==> src/rtl/vend_controller.sv <==
// vend_controller -- coin-operated vending machine controller.
//
// Accepts coins into a credit register, lets the customer pick a priced,
// stocked slot, hands the dispenser a request and pays back any remaining
// credit one coin at a time through the change hopper.
//
// Optional build macro: VEND_TIMEOUT_EN
//   When defined, TIMEOUT_CYC consecutive CREDIT cycles with no coin,
//   selection or cancel strobe refund the credit.
//   When undefined, no inactivity counter exists.
//
// Ports:
//   clk, rst_n                 clock, asynchronous active-low reset
//   coin_valid, coin_code      coin insert strobe and code
//                              (0=5, 1=10, 2=25, 3=50, 4=100, 5=500 cents)
//   sel_valid, sel_idx         slot selection strobe
//   cancel                     refund request strobe
//   cfg_we, restock, cfg_idx,  price write / stock reload of one slot,
//   cfg_price                  honoured only in IDLE
//   vend_valid/idx/ready       dispense handshake
//   chg_valid/code/ready       change-coin handshake
//   credit                     current credit in cents
//   avail, oos                 per-slot purchasable / out-of-service flags
//   coin_rej, sel_deny         one-cycle refusal pulses
//   busy                       high while dispensing or paying change
module vend_controller #(
    parameter int N_ITEMS     = 9,
    parameter int CENTS_W     = 10,
    parameter int MAX_CREDIT  = 500,
    parameter int STOCK_W     = 4,
    parameter int STOCK_INIT  = 8,
    parameter int TIMEOUT_CYC = 1000000,
    localparam int IW = (N_ITEMS > 1) ? $clog2(N_ITEMS) : 1
) (
    input  logic               clk,
    input  logic               rst_n,
    input  logic               coin_valid,
    input  logic [2:0]         coin_code,
    input  logic               sel_valid,
    input  logic [IW-1:0]      sel_idx,
    input  logic               cancel,
    input  logic               cfg_we,
    input  logic               restock,
    input  logic [IW-1:0]      cfg_idx,
    input  logic [CENTS_W-1:0] cfg_price,
    output logic               vend_valid,
    output logic [IW-1:0]      vend_idx,
    input  logic               vend_ready,
    output logic               chg_valid,
    output logic [2:0]         chg_code,
    input  logic               chg_ready,
    output logic [CENTS_W-1:0] credit,
    output logic [N_ITEMS-1:0] avail,
    output logic [N_ITEMS-1:0] oos,
    output logic               coin_rej,
    output logic               sel_deny,
    output logic               busy
);

    typedef enum logic [1:0] {IDLE, CREDIT, VEND, CHANGE} state_t;

    state_t state, state_nx;

    logic [CENTS_W-1:0] price [N_ITEMS];
    logic [STOCK_W-1:0] stock [N_ITEMS];

    logic [CENTS_W-1:0] credit_nx;
    logic [IW-1:0]      vend_idx_nx;
    logic               coin_rej_nx, sel_deny_nx;
    logic               vend_done, cfg_ok;

    logic [CENTS_W:0]   coin_val, coin_sum;
    logic               code_ok, coin_take;
    logic               sel_hit, sel_take;
    logic [CENTS_W-1:0] sel_price;
    logic [CENTS_W-1:0] chg_val;
    logic               activity, timeout;

    assign activity = coin_valid || sel_valid || cancel;

    // ------------------------------------------------------------------
    // Inactivity timeout (optional)
    // ------------------------------------------------------------------
`ifdef VEND_TIMEOUT_EN
    localparam int TW = $clog2(TIMEOUT_CYC + 1);
    logic [TW-1:0] idle_cnt;

    // Fires on the TIMEOUT_CYC-th quiet CREDIT cycle so the FSM is in
    // CHANGE right after that many quiet clocks.
    assign timeout = (state == CREDIT) && !activity &&
                     (idle_cnt == TW'(TIMEOUT_CYC - 1));

    always_ff @(posedge clk or negedge rst_n) begin
        if (!rst_n)
            idle_cnt <= '0;
        else if (state != CREDIT || activity || timeout)
            idle_cnt <= '0;
        else
            idle_cnt <= idle_cnt + TW'(1);
    end
`else
    assign timeout = 1'b0;
`endif

    // ------------------------------------------------------------------
    // Decodes of registered state
    // ------------------------------------------------------------------
    always_comb begin
        for (int i = 0; i < N_ITEMS; i++) begin
            oos[i]   = (price[i] == '0) || (stock[i] == '0);
            avail[i] = (price[i] != '0) && (stock[i] != '0) && (credit >= price[i]);
        end
    end

    assign vend_valid = (state == VEND);
    assign busy       = (state == VEND) || (state == CHANGE);
    // Coins are multiples of 5, so a sub-nickel remainder cannot be paid.
    assign chg_valid  = (state == CHANGE) && (credit >= CENTS_W'(5));

    // Greedy change coin: largest denomination not above the credit.
    always_comb begin
        chg_code = 3'd0;
        chg_val  = CENTS_W'(5);
        if (credit >= CENTS_W'(100)) begin
            chg_code = 3'd4; chg_val = CENTS_W'(100);
        end else if (credit >= CENTS_W'(50)) begin
            chg_code = 3'd3; chg_val = CENTS_W'(50);
        end else if (credit >= CENTS_W'(25)) begin
            chg_code = 3'd2; chg_val = CENTS_W'(25);
        end else if (credit >= CENTS_W'(10)) begin
            chg_code = 3'd1; chg_val = CENTS_W'(10);
        end
    end

    always_comb begin
        code_ok  = 1'b1;
        coin_val = '0;
        case (coin_code)
            3'd0:    coin_val = (CENTS_W+1)'(5);
            3'd1:    coin_val = (CENTS_W+1)'(10);
            3'd2:    coin_val = (CENTS_W+1)'(25);
            3'd3:    coin_val = (CENTS_W+1)'(50);
            3'd4:    coin_val = (CENTS_W+1)'(100);
            3'd5:    coin_val = (CENTS_W+1)'(500);
            default: code_ok  = 1'b0;
        endcase
    end

    // Selection lookup without indexing past N_ITEMS.
    always_comb begin
        sel_hit   = 1'b0;
        sel_price = '0;
        for (int i = 0; i < N_ITEMS; i++) begin
            if (sel_idx == IW'(i)) begin
                sel_hit   = avail[i];
                sel_price = price[i];
            end
        end
    end

    // ------------------------------------------------------------------
    // Next-state logic. Priority cancel > selection > coin: a coin arriving
    // alongside either other strobe is refused, whatever the state.
    // ------------------------------------------------------------------
    always_comb begin
        state_nx    = state;
        credit_nx   = credit;
        vend_idx_nx = vend_idx;
        vend_done   = 1'b0;
        cfg_ok      = 1'b0;

        coin_sum  = {1'b0, credit} + coin_val;
        coin_take = coin_valid && !cancel && !sel_valid && code_ok &&
                    (state == IDLE || state == CREDIT) &&
                    (coin_sum <= (CENTS_W+1)'(MAX_CREDIT));
        sel_take  = sel_valid && !cancel && (state == CREDIT) && sel_hit;

        coin_rej_nx = coin_valid && !coin_take;
        sel_deny_nx = sel_valid && !sel_take;

        case (state)
            IDLE: begin
                cfg_ok = 1'b1;
                if (coin_take) begin
                    credit_nx = coin_sum[CENTS_W-1:0];
                    state_nx  = CREDIT;
                end
            end
            CREDIT: begin
                if (cancel || timeout) begin
                    state_nx = CHANGE;
                end else if (sel_take) begin
                    credit_nx   = credit - sel_price;
                    vend_idx_nx = sel_idx;
                    state_nx    = VEND;
                end else if (coin_take) begin
                    credit_nx = coin_sum[CENTS_W-1:0];
                end
            end
            VEND: begin
                if (vend_ready) begin
                    vend_done = 1'b1;
                    state_nx  = (credit != '0) ? CHANGE : IDLE;
                end
            end
            CHANGE: begin
                if (!chg_valid) begin
                    // Unpayable remainder (odd price) is kept by the machine.
                    credit_nx = '0;
                    state_nx  = IDLE;
                end else if (chg_ready) begin
                    credit_nx = credit - chg_val;
                    if (credit == chg_val)
                        state_nx = IDLE;
                end
            end
            default: state_nx = IDLE;
        endcase
    end

    // ------------------------------------------------------------------
    // Registers
    // ------------------------------------------------------------------
    always_ff @(posedge clk or negedge rst_n) begin
        if (!rst_n) begin
            state    <= IDLE;
            credit   <= '0;
            vend_idx <= '0;
            coin_rej <= 1'b0;
            sel_deny <= 1'b0;
            for (int i = 0; i < N_ITEMS; i++) begin
                price[i] <= '0;
                stock[i] <= STOCK_W'(STOCK_INIT);
            end
        end else begin
            state    <= state_nx;
            credit   <= credit_nx;
            vend_idx <= vend_idx_nx;
            coin_rej <= coin_rej_nx;
            sel_deny <= sel_deny_nx;
            // cfg_ok (IDLE) and vend_done (VEND) never coincide.
            for (int i = 0; i < N_ITEMS; i++) begin
                if (cfg_ok && cfg_we && cfg_idx == IW'(i))
                    price[i] <= cfg_price;
                if (cfg_ok && restock && cfg_idx == IW'(i))
                    stock[i] <= STOCK_W'(STOCK_INIT);
                else if (vend_done && vend_idx == IW'(i))
                    stock[i] <= stock[i] - STOCK_W'(1);
            end
        end
    end

endmodule

==> config.mk <==
export PLATFORM = sky130hd
export DESIGN_NAME = vend_controller
export DESIGN_NICKNAME = d
export VERILOG_FILES = /design/src/rtl/vend_controller.sv
export SDC_FILE = /design/constraint.sdc
export NUM_CORES = 1
export LEC_CHECK = 0
export CORE_ASPECT_RATIO = 1.4
export CORE_MARGIN = 4
export CORE_UTILIZATION = 60
export CTS_BUF_LIST = sky130_fd_sc_hd__clkbuf_16
export DETAILED_ROUTE_END_ITERATION = 12
export PLACE_DENSITY = 0.84
export SETUP_SLACK_MARGIN = 0.3
export SKIP_LAST_GASP = 1
export SLEW_MARGIN = 20
export SYNTH_ARGS = -nofsm -noshare
export SYNTH_HDL_FRONTEND = slang
export SYNTH_SLANG_ARGS = --single-unit
export TNS_END_PERCENT = 50
==> constraint.sdc <==
create_clock -name clk -period 4.4 [get_ports clk]
set_input_delay 0.66 -clock clk [delete_from_list [all_inputs] [get_ports clk]]
set_output_delay 0.66 -clock clk [all_outputs]
set_load 0.02 [all_outputs]
* Word level (Yosys, flattened, before mapping)
Cells that the tools add are included.
** Word-level totals
- Flip-flop bits (word level) :: 144
- Bits in latches :: 0
- RAM bits :: 0
- Bits in read-only memories :: 0
- Output and inout bits :: 40
- Logic and storage cells :: 283
- Memories :: 0
** Cells by class
- Add/subtract/negate cells :: 12
- $mul :: 0
- Div/mod/pow operators :: 0
- Order comparisons :: 15
- Eq/ne operators :: 39
- Shift operators :: 0
- Multiplexer cells :: 64
- Bitwise logic cells :: 1
- Reductions and logical operators :: 129
** Operators by type and width (count)
- two-way mux 10 bit :: 14
- nonzero test 10 bit :: 10
- >= comparator 10 bit :: 9
- zero test 10 bit :: 9
- two-way mux 4 bit :: 19
- logical AND 1 bit :: 58
- case mux 9 bit (6 select lines) :: 1
- == test 4 x 3 -> 1 bit, second input constant :: 12
- zero test 4 bit :: 12
- nonzero test 4 bit :: 9
- subtractor 4 x 1 -> 4 bit, second input constant :: 9
- case mux 10 bit (3 select lines) :: 1
- == test 4 x 2 -> 1 bit, second input constant :: 6
- two-way mux 2 bit :: 10
- subtractor 10 bit :: 2
- nonzero test 2 bit :: 9
- two-way mux 1 bit :: 14
- == test 4 x 1 -> 1 bit, second input constant :: 3
- == test 4 bit, second input constant :: 3
- adder 10 x 11 -> 11 bit :: 1
- <= comparator 11 x 9 -> 1 bit, second input constant :: 1
- logical OR 1 bit :: 11
- == test 10 bit :: 1
- >= comparator 10 x 3 -> 1 bit, second input constant :: 1
- 26 further kinds :: 35

* Depth between registers and ports, before layout
- Depth in word-level cells :: 16
- Mapped depth :: 20

* Worst setup path before layout
OpenSTA, ideal clock, no wires.
- Kind :: input -> register
- Start :: in sel_idx[0]
- End :: reg credit[6]
- Library setup time :: 129 ps
- Arrival time :: 3957 ps
- Slack :: 314 ps
- Stages on the path :: 16
- Buffers on the path :: 2
- Cell sequence :: clkbuf_1 clkbuf_1 mux4_2 a222oi_1 a31oi_1 ha_1 fa_1 nor2b_1 o21ai_0 a21boi_0 o21ai_0 nand2b_1 xnor2_1 o211ai_1 a221oi_1 nor3_2
** Between the ends
- Word-level cells in the longest chain between the ends :: 14
** RTL lines
- start: declaration :: RTL line 40 : input logic [IW-1:0] sel_idx,
- zero test 4 bit :: RTL line 154 : if (sel_idx == IW'(i)) begin
- two-way mux 10 bit or two-way mux 1 bit (tied branches) (9 in series) :: RTL line 154
- subtractor 10 bit or logical AND 1 bit (tied branches) :: RTL line 193, 176
- two-way mux 10 bit (*) :: RTL line 192 : end else if (sel_take) begin
- two-way mux 10 bit (*) :: RTL line 190 : if (cancel || timeout) begin
- case mux 10 bit (3 select lines) (*) :: RTL line 181 : case (state)
- end signal: assignment :: RTL line 237 : credit <= credit_nx;
- end: declaration :: RTL line 52 : output logic [CENTS_W-1:0] credit,
Every way passes the cells marked *; elsewhere a longest branch is shown, timed or not. The select of a mux whose other input is x is not followed.
A chain may end at the register's enable or synchronous reset.

* Final worst setup path
- Start :: reg credit[6]
- End :: out avail[7]
** Between the ends
- Word-level cells in the longest chain between the ends :: 2
** RTL lines
- >= comparator 10 bit :: RTL line 111 : avail[i] = (price[i] != '0) && (stock[i] != '0) && (credit >= price[i]);
- logical AND 1 bit :: RTL line 111
- end: declaration :: RTL line 53 : output logic [N_ITEMS-1:0] avail,
Every way passes these cells.

==> results.toml <==
[grt]
grt_pass1_wl_um = 53600
grtUsageTotal_pct = 33.8
overflow = 0
antenna_found_initial = 0
grt_pass1_vias = 10321
grt_max_degree = 105

[finish]
fin_cells = 1509
fin_util_pct = 71.2
final_area_um2 = 12500
n_antenna_cell = 0
drive_gt1_share_pct = 13.2
areaGrowthSynthToFinish_pct = 15.2
nNetsFinal = 1417

[yosys]
synth_enable_flop_cells = 0
ys_top_cells_by_count = "dfrtp_1, ha_1, inv_1, nor2_1, nand2_1"
ys_ff_latch = 144
synth_most_common_cell = "dfrtp_1"
synthCells = 1175
ys_warn_count = 0
netlist.area_leader.share_pct = 31.1
yosysSeqAreaShare_pct = 33.3
synth_area_leader_cell = "dfrtp_1"
syn_area_um2 = 10800
synthTopCellsByArea = "dfrtp_1, ha_1, mux2_2"
synth_fp_nets = 1332
synth.distinct_cells = 88
synth_ff_type = "dfrtp_1"
async_reset_ff_share_pct = 100
synth_area_per_cell_um2 = 9.23

[worst_setup_path]
r2r-start = "credit[2]"
cp_slowest_stage_delay_ns = 0.72
crit_chain = "buf_4 > ha_1 > nor3_1 > a211oi_1 > nor2_1 > a311oi_1 > clkdlybuf4s50_1"
arrival_ns = 3.33
cp_slowest_cell = "clkdlybuf4s50_1"
setup.worst_path.start = "credit[6]"
critical_path_class = "register to output port"
endpoint_kind = "output port"
required_ns = 3.74
start_kind = "register"
crit_fanout = 11

[timing]
finalSetupViolCount = 0
max_freq_mhz = 251
relSlewSlack_pct = 34.2
hold_ws_ns = 0.340
rsz0062_at_grt = "yes"
drv_slew = 0
period_needed_ns = 3.99
fin_skew_ns = 0.00520
finalHoldViolCount = 0
worst_pin_slew_ns = 0.987
post-route-period-util_pct = 90.6

[clocking]
cts_setup_buffers = 0
cts_tree = "done"
numClockSinks = 144
clock_path_buffers = 2
clkTransAtPathRegs_ns = 0.06
root_buffer = "clkbuf_16"
cts_buffers = 17
htree_levels = 4
cts_hold_buf = 0
clk_latency_ns = 0.43

[detailed_routing]
drt-total-wl_um = 34000
drtPass1Iterations = 9
ant_nets = 0
routedWlPerCell_um = 22.6
drtIter0Drc = 1109
drc = 0
via_count = 10142
routed_via_density = 6.72

[placement]
gp_congestion = 1.01
place_inst = 1477
hpwl_um = 25000
numPortBuffers = 69
place_area_um2 = 11900

[min_path]
min_path_type = "input port to async pin"

[power_and_ir_drop]
total_power_mw = 9.72
leakagePower_nw = 5.81
vdd_drop_max_uv = 509
power_density_nw_per_um2 = 778

[floorplanning]
die_h_um = 167
die_area_um2 = 20300
core_area_um2 = 17500
initial_core_util_pct = 61.8
io_pins = 70
placementRows = 57
fp.dieW_um = 122

[run]
cap_violations = 0

[run_status]
status = "finished clean"
## per-layer routing
metal | vias up | share of wire [%] | track usage, %
met5 | - | 0 | 0
met4 | 0 | 9.0 | 24.7
met3 | 248 | 9.1 | 7.02
met2 | 653 | 48 | 55.9
met1 | 4814 | 34 | 38.1
li1 | 4427 | - | -
## flip-flops by register name, summed over array words and instances (netlist names)
name and count:
sel_deny 1, stock 36, state 2, vend_idx 4, price 90, coin_rej 1, credit 10
## repair_timing
item                       CTS  global route
resized for setup            0             4
setup endpoints to repair    0             3
hold endpoints to repair     0             0
## layout by cell type, fill, tap and decap left out, types with 34 or more instances in the layout
cell type / netlist / layout
dfrtp_1: 135 / 134
nor2_1: 91 / 90
o21ai_0: 77 / 77
nand2_1: 82 / 82
inv_1: 117 / 119
mux2_2: 55 / 55
a21oi_1: 63 / 63
ha_1: 124 / 124
clkdlybuf4s50_1: 0 / 68
buf_4: 3 / 34
## worst max-delay path: cells and delay by family, from the launching register on
| family | cells | cell delay, ns |
|---|---|---|
| compound gates | 2 | 0.78 |
| fa+ha+maj | 1 | 0.21 |
| buf+inv | 2 | 1.09 |
| flops | 1 | 0.69 |
| simple gates | 2 | 0.13 |
## power breakdown
part | switching (mW) | internal, mW
clock network | 0.567 | 0.817
registers | 0.739 | 1.93
logic | 3.22 | 2.45
## layout make-up
type / count / area [um^2]
Clock inverter: 15 / 129
Multi-Input combinational cell: 875 / 6640
Clock buffer: 17 / 425
Tap cell: 236 / 295
Timing Repair Buffer: 103 / 947
Sequential cell: 144 / 3620
Inverter: 119 / 447
Fill cell: 1323 / 5050
## cells by family after synthesis
group | Yosys count | synth area share [%]
and+or+nand+nor | 346 | 16.3
buffers and inverters | 156 | 5.56
AOI/OAI and AO/OA | 282 | 17.9
DFF | 144 | 33.3
muxes | 71 | 8.04
xor gates and xnor gates | 49 | 4.03
adders and majority gates | 127 | 14.9
## through the flow
stage	setup WS, ns	setup TNS (ns)
2_1_floorplan	0.314	0
3_3_place_gp	0.193	0
3_5_place_dp	-0.000140	-0.000140
4_1_cts	0.422	0
5_1_grt	0.278	0
6_report	0.411	0
## worst paths after layout
path / to / slack, ns / depth (start not counted)
worst max register to register: credit[8] / 0.43 / 16
worst max-delay path: avail[7] / 0.41 / 7
max in group asynchronous: stock[31] / 3.13 / 2
worst min-delay path: price[70] / 0.34 / 1
worst min register to register: price[45] / 0.51 / 1
min in group clk: price[45] / 0.51 / 1
No activity file was read; power rests on OpenSTA's default activity.
==> variant, RTL diff (same settings) <==
Build with the macro `VEND_TIMEOUT_EN` defined.
--- a/src/rtl/vend_controller.sv
+++ b/src/rtl/vend_controller.sv
@@ -24,4 +24,6 @@
 //   coin_rej, sel_deny         one-cycle refusal pulses
 //   busy                       high while dispensing or paying change
+`define VEND_TIMEOUT_EN
+
 module vend_controller #(
     parameter int N_ITEMS     = 9,
Function: not settled (the Yosys comparison gave no result); the edit may change what the design does.
==> variant against the original RTL <==
Routed wire length is 7.3% higher. Area after synthesis up 10%. Total power down 7.8%. Worst hold slack worse by 120 ps. Final area is 10% higher. Critical path depth up 9. Setup slack gained 57 ps. Sequential cell count grew 20. Critical endpoint is now credit[8]. Largest cell class unchanged. Largest power group unchanged. Highest routed layer is now met5.
==> variant: results (changes against the original RTL) <==
- Largest fanout on the critical path: 13 (was 11)
- Number of warnings reported in the yosys synthesis log: 0 (unchanged)
- R2R Path Start: credit[0] (was credit[2])
- The largest net degree at the start of global routing came to 77 (was 105).
* Starting DRT DRC Count: 1039 (was 1109)
- DRT Wirelength: 36510 um (was 34030 um)
- The total routing usage reported by global routing came to 0.3307 (was 0.3381).
- The clock root buffer master is sky130_fd_sc_hd__clkbuf_16 (unchanged).
- Top flop regs: price: 90 flops, stock: 36 flops, idle_cnt: 20 flops (was price: 90 flops, stock: 36 flops, credit: 10 flops)
* Cell leakage power: 0.006371 uW (was 0.005806 uW)
- Diodes inserted: 0 (unchanged)
* Worst Tran Pin Value: 956.8 ps (was 986.6 ps)
- The number of antenna violations at the first check in global routing came to 1 (was 0).
* Sequential-to-total area share from yosys stat: 0.3448 (was 0.3332)
* Skew-Pair Late Insertion Delay: 450 ps (was 430 ps)
* CTS buffer count: 17 (unchanged)
- The via density per instance came to 6.525 (was 6.721).
- Final Net Count: 1581 (was 1417)
* Worst hold-check path type: in -> async (unchanged)
* Post-synthesis async set-or-reset flop share: 1.000 (unchanged)
- The number of port buffers came to 69 (unchanged).
* Detailed Place HPWL: 27110 um (was 25030 um)
- Leading cell types by total area after synthesis: sky130_fd_sc_hd__dfrtp_1 (33%), sky130_fd_sc_hd__ha_1 (14%), sky130_fd_sc_hd__mux2_2 (4.6%) (was sky130_fd_sc_hd__dfrtp_1 (31%), sky130_fd_sc_hd__ha_1 (14%), sky130_fd_sc_hd__mux2_2 (5.7%))
* Number of library cell types mapped by synthesis: 82 (was 88)
- Run status: finished, final reports clean (unchanged)
- Vias in the first global route: 10955 (was 10321)
* Worst reg-to-reg path cell count: 14 (was 16)
* Buffers inserted during post-CTS setup optimization: 0 (unchanged)
- The buffer depth of the longest clock path was 2 (unchanged).
- The first-pass iteration count of the detailed router was 8 (was 9).
- The global-route wire length before repair was 57090 um (was 53560 um).
* Clock edge transition at the registers on the reported setup and hold paths: approximately 70 ps
- Most instantiated cells after synthesis: sky130_fd_sc_hd__dfrtp_1 (155), sky130_fd_sc_hd__nor2_1 (134), sky130_fd_sc_hd__ha_1 (130) (was sky130_fd_sc_hd__dfrtp_1 (135), sky130_fd_sc_hd__ha_1 (124), sky130_fd_sc_hd__inv_1 (117))
- The synthesized netlist net count was 1483 (was 1332).
* Ratio of cells with drive above 1 in the final layout: 0.1188 (was 0.1320)
* H-tree depth: 4 (unchanged)
- Most used flip-flop cell after synthesis: sky130_fd_sc_hd__dfrtp_1 (unchanged)
- Global placer's final weighted congestion: 1.012 (was 1.011)
* Number of buffers inserted for hold repair after clock tree synthesis: 0 (unchanged)
* Fill cell count: 1459 (was 1323)
* Maximum vdd ir drop: 0.3633 mV (was 0.5091 mV)
- CP startpoint: sel_idx[1] (was credit[6])
* Largest clock skew in the final design: 10.88 ps (was 5.204 ps)
## variant: report_power, final
group | switching (uW) | internal (uW) | leakage [uW]
combinational | 2680 | 2050 | 0.00407
sequential | 633 | 2090 | 0.00202
clock | 666 | 840 | 0.000278
total | 3980 | 4980 | 0.00637
## variant: worst paths after layout
| kind | endpoint | slack, ps |
|---|---|---|
| worst max-delay path | credit[8] | 470 |
| worst min-delay path | idle_cnt[12] | 220 |
| worst max register to register | state[1] | 480 |
| worst min register to register | idle_cnt[0] | 490 |
| max in group asynchronous | stock[15] | 3230 |
| min in group clk | idle_cnt[0] | 490 |
## variant: layout make-up
cell class	instances	area [um^2]	area share
Multi-Input combinational cell	989	7202	0.5227
Tap cell	248	310.3	0.02252
Clock buffer	17	425.4	0.03088
Sequential cell	164	4116	0.2988
Timing Repair Buffer	120	1095	0.07946
Inverter	126	473.0	0.03433
Clock inverter	15	156.4	0.01135
## variant: what timing repair did
action	in CTS	in global routing
hold endpoints to repair	0	0
resized for setup	0	6
setup endpoints to repair	0	4
## variant: logic make-up after synthesis
logic type | Yosys count | share of synthesized area
fa+ha+maj | 133 | 0.1413
buf+inv | 167 | 0.05420
xor+xnor | 62 | 0.04550
mux | 70 | 0.06962
compound gates | 289 | 0.1669
flops | 164 | 0.3448
simple gates | 435 | 0.1776
## variant: metrics by stage
| step | hold slack (ps) | std cells | setup WS [ps] | instance area (um^2) |
|---|---|---|---|---|
| floorplan | 364.4 | 1320 | 311.9 | 11940 |
| global placement | 472.3 | 1647 | 116.7 | 13180 |
| detailed placement | 481.0 | 1647 | 48.91 | 13180 |
| CTS | 261.3 | 1679 | 351.5 | 13760 |
| global route | 273.9 | 1679 | 198.1 | 13780 |
| finish | 219.4 | 1679 | 468.2 | 13780 |
## variant: worst max-delay path: stages
cell,delay [ps]
sky130_fd_sc_hd__clkdlybuf4s50_1,400
sky130_fd_sc_hd__buf_4,180
sky130_fd_sc_hd__buf_4,190
sky130_fd_sc_hd__buf_4,170
sky130_fd_sc_hd__a311o_1,270
sky130_fd_sc_hd__a222oi_1,370
sky130_fd_sc_hd__a211oi_1,100
sky130_fd_sc_hd__a221oi_1,310
sky130_fd_sc_hd__ha_1,330
sky130_fd_sc_hd__or2_2,320
sky130_fd_sc_hd__a21oi_1,170
sky130_fd_sc_hd__a21oi_1,70
sky130_fd_sc_hd__xor2_1,140
sky130_fd_sc_hd__nor2_1,50
sky130_fd_sc_hd__mux2_1,290
sky130_fd_sc_hd__a221oi_1,270
## variant: routing by layer
layer  up-vias  part of all wire  global-route usage
met5         -           0.00033                   0
met4         2             0.067              0.2030
met3       181             0.077             0.06361
met2       549              0.49              0.5596
met1      5294              0.37              0.3840
li1       4930                 -                   -
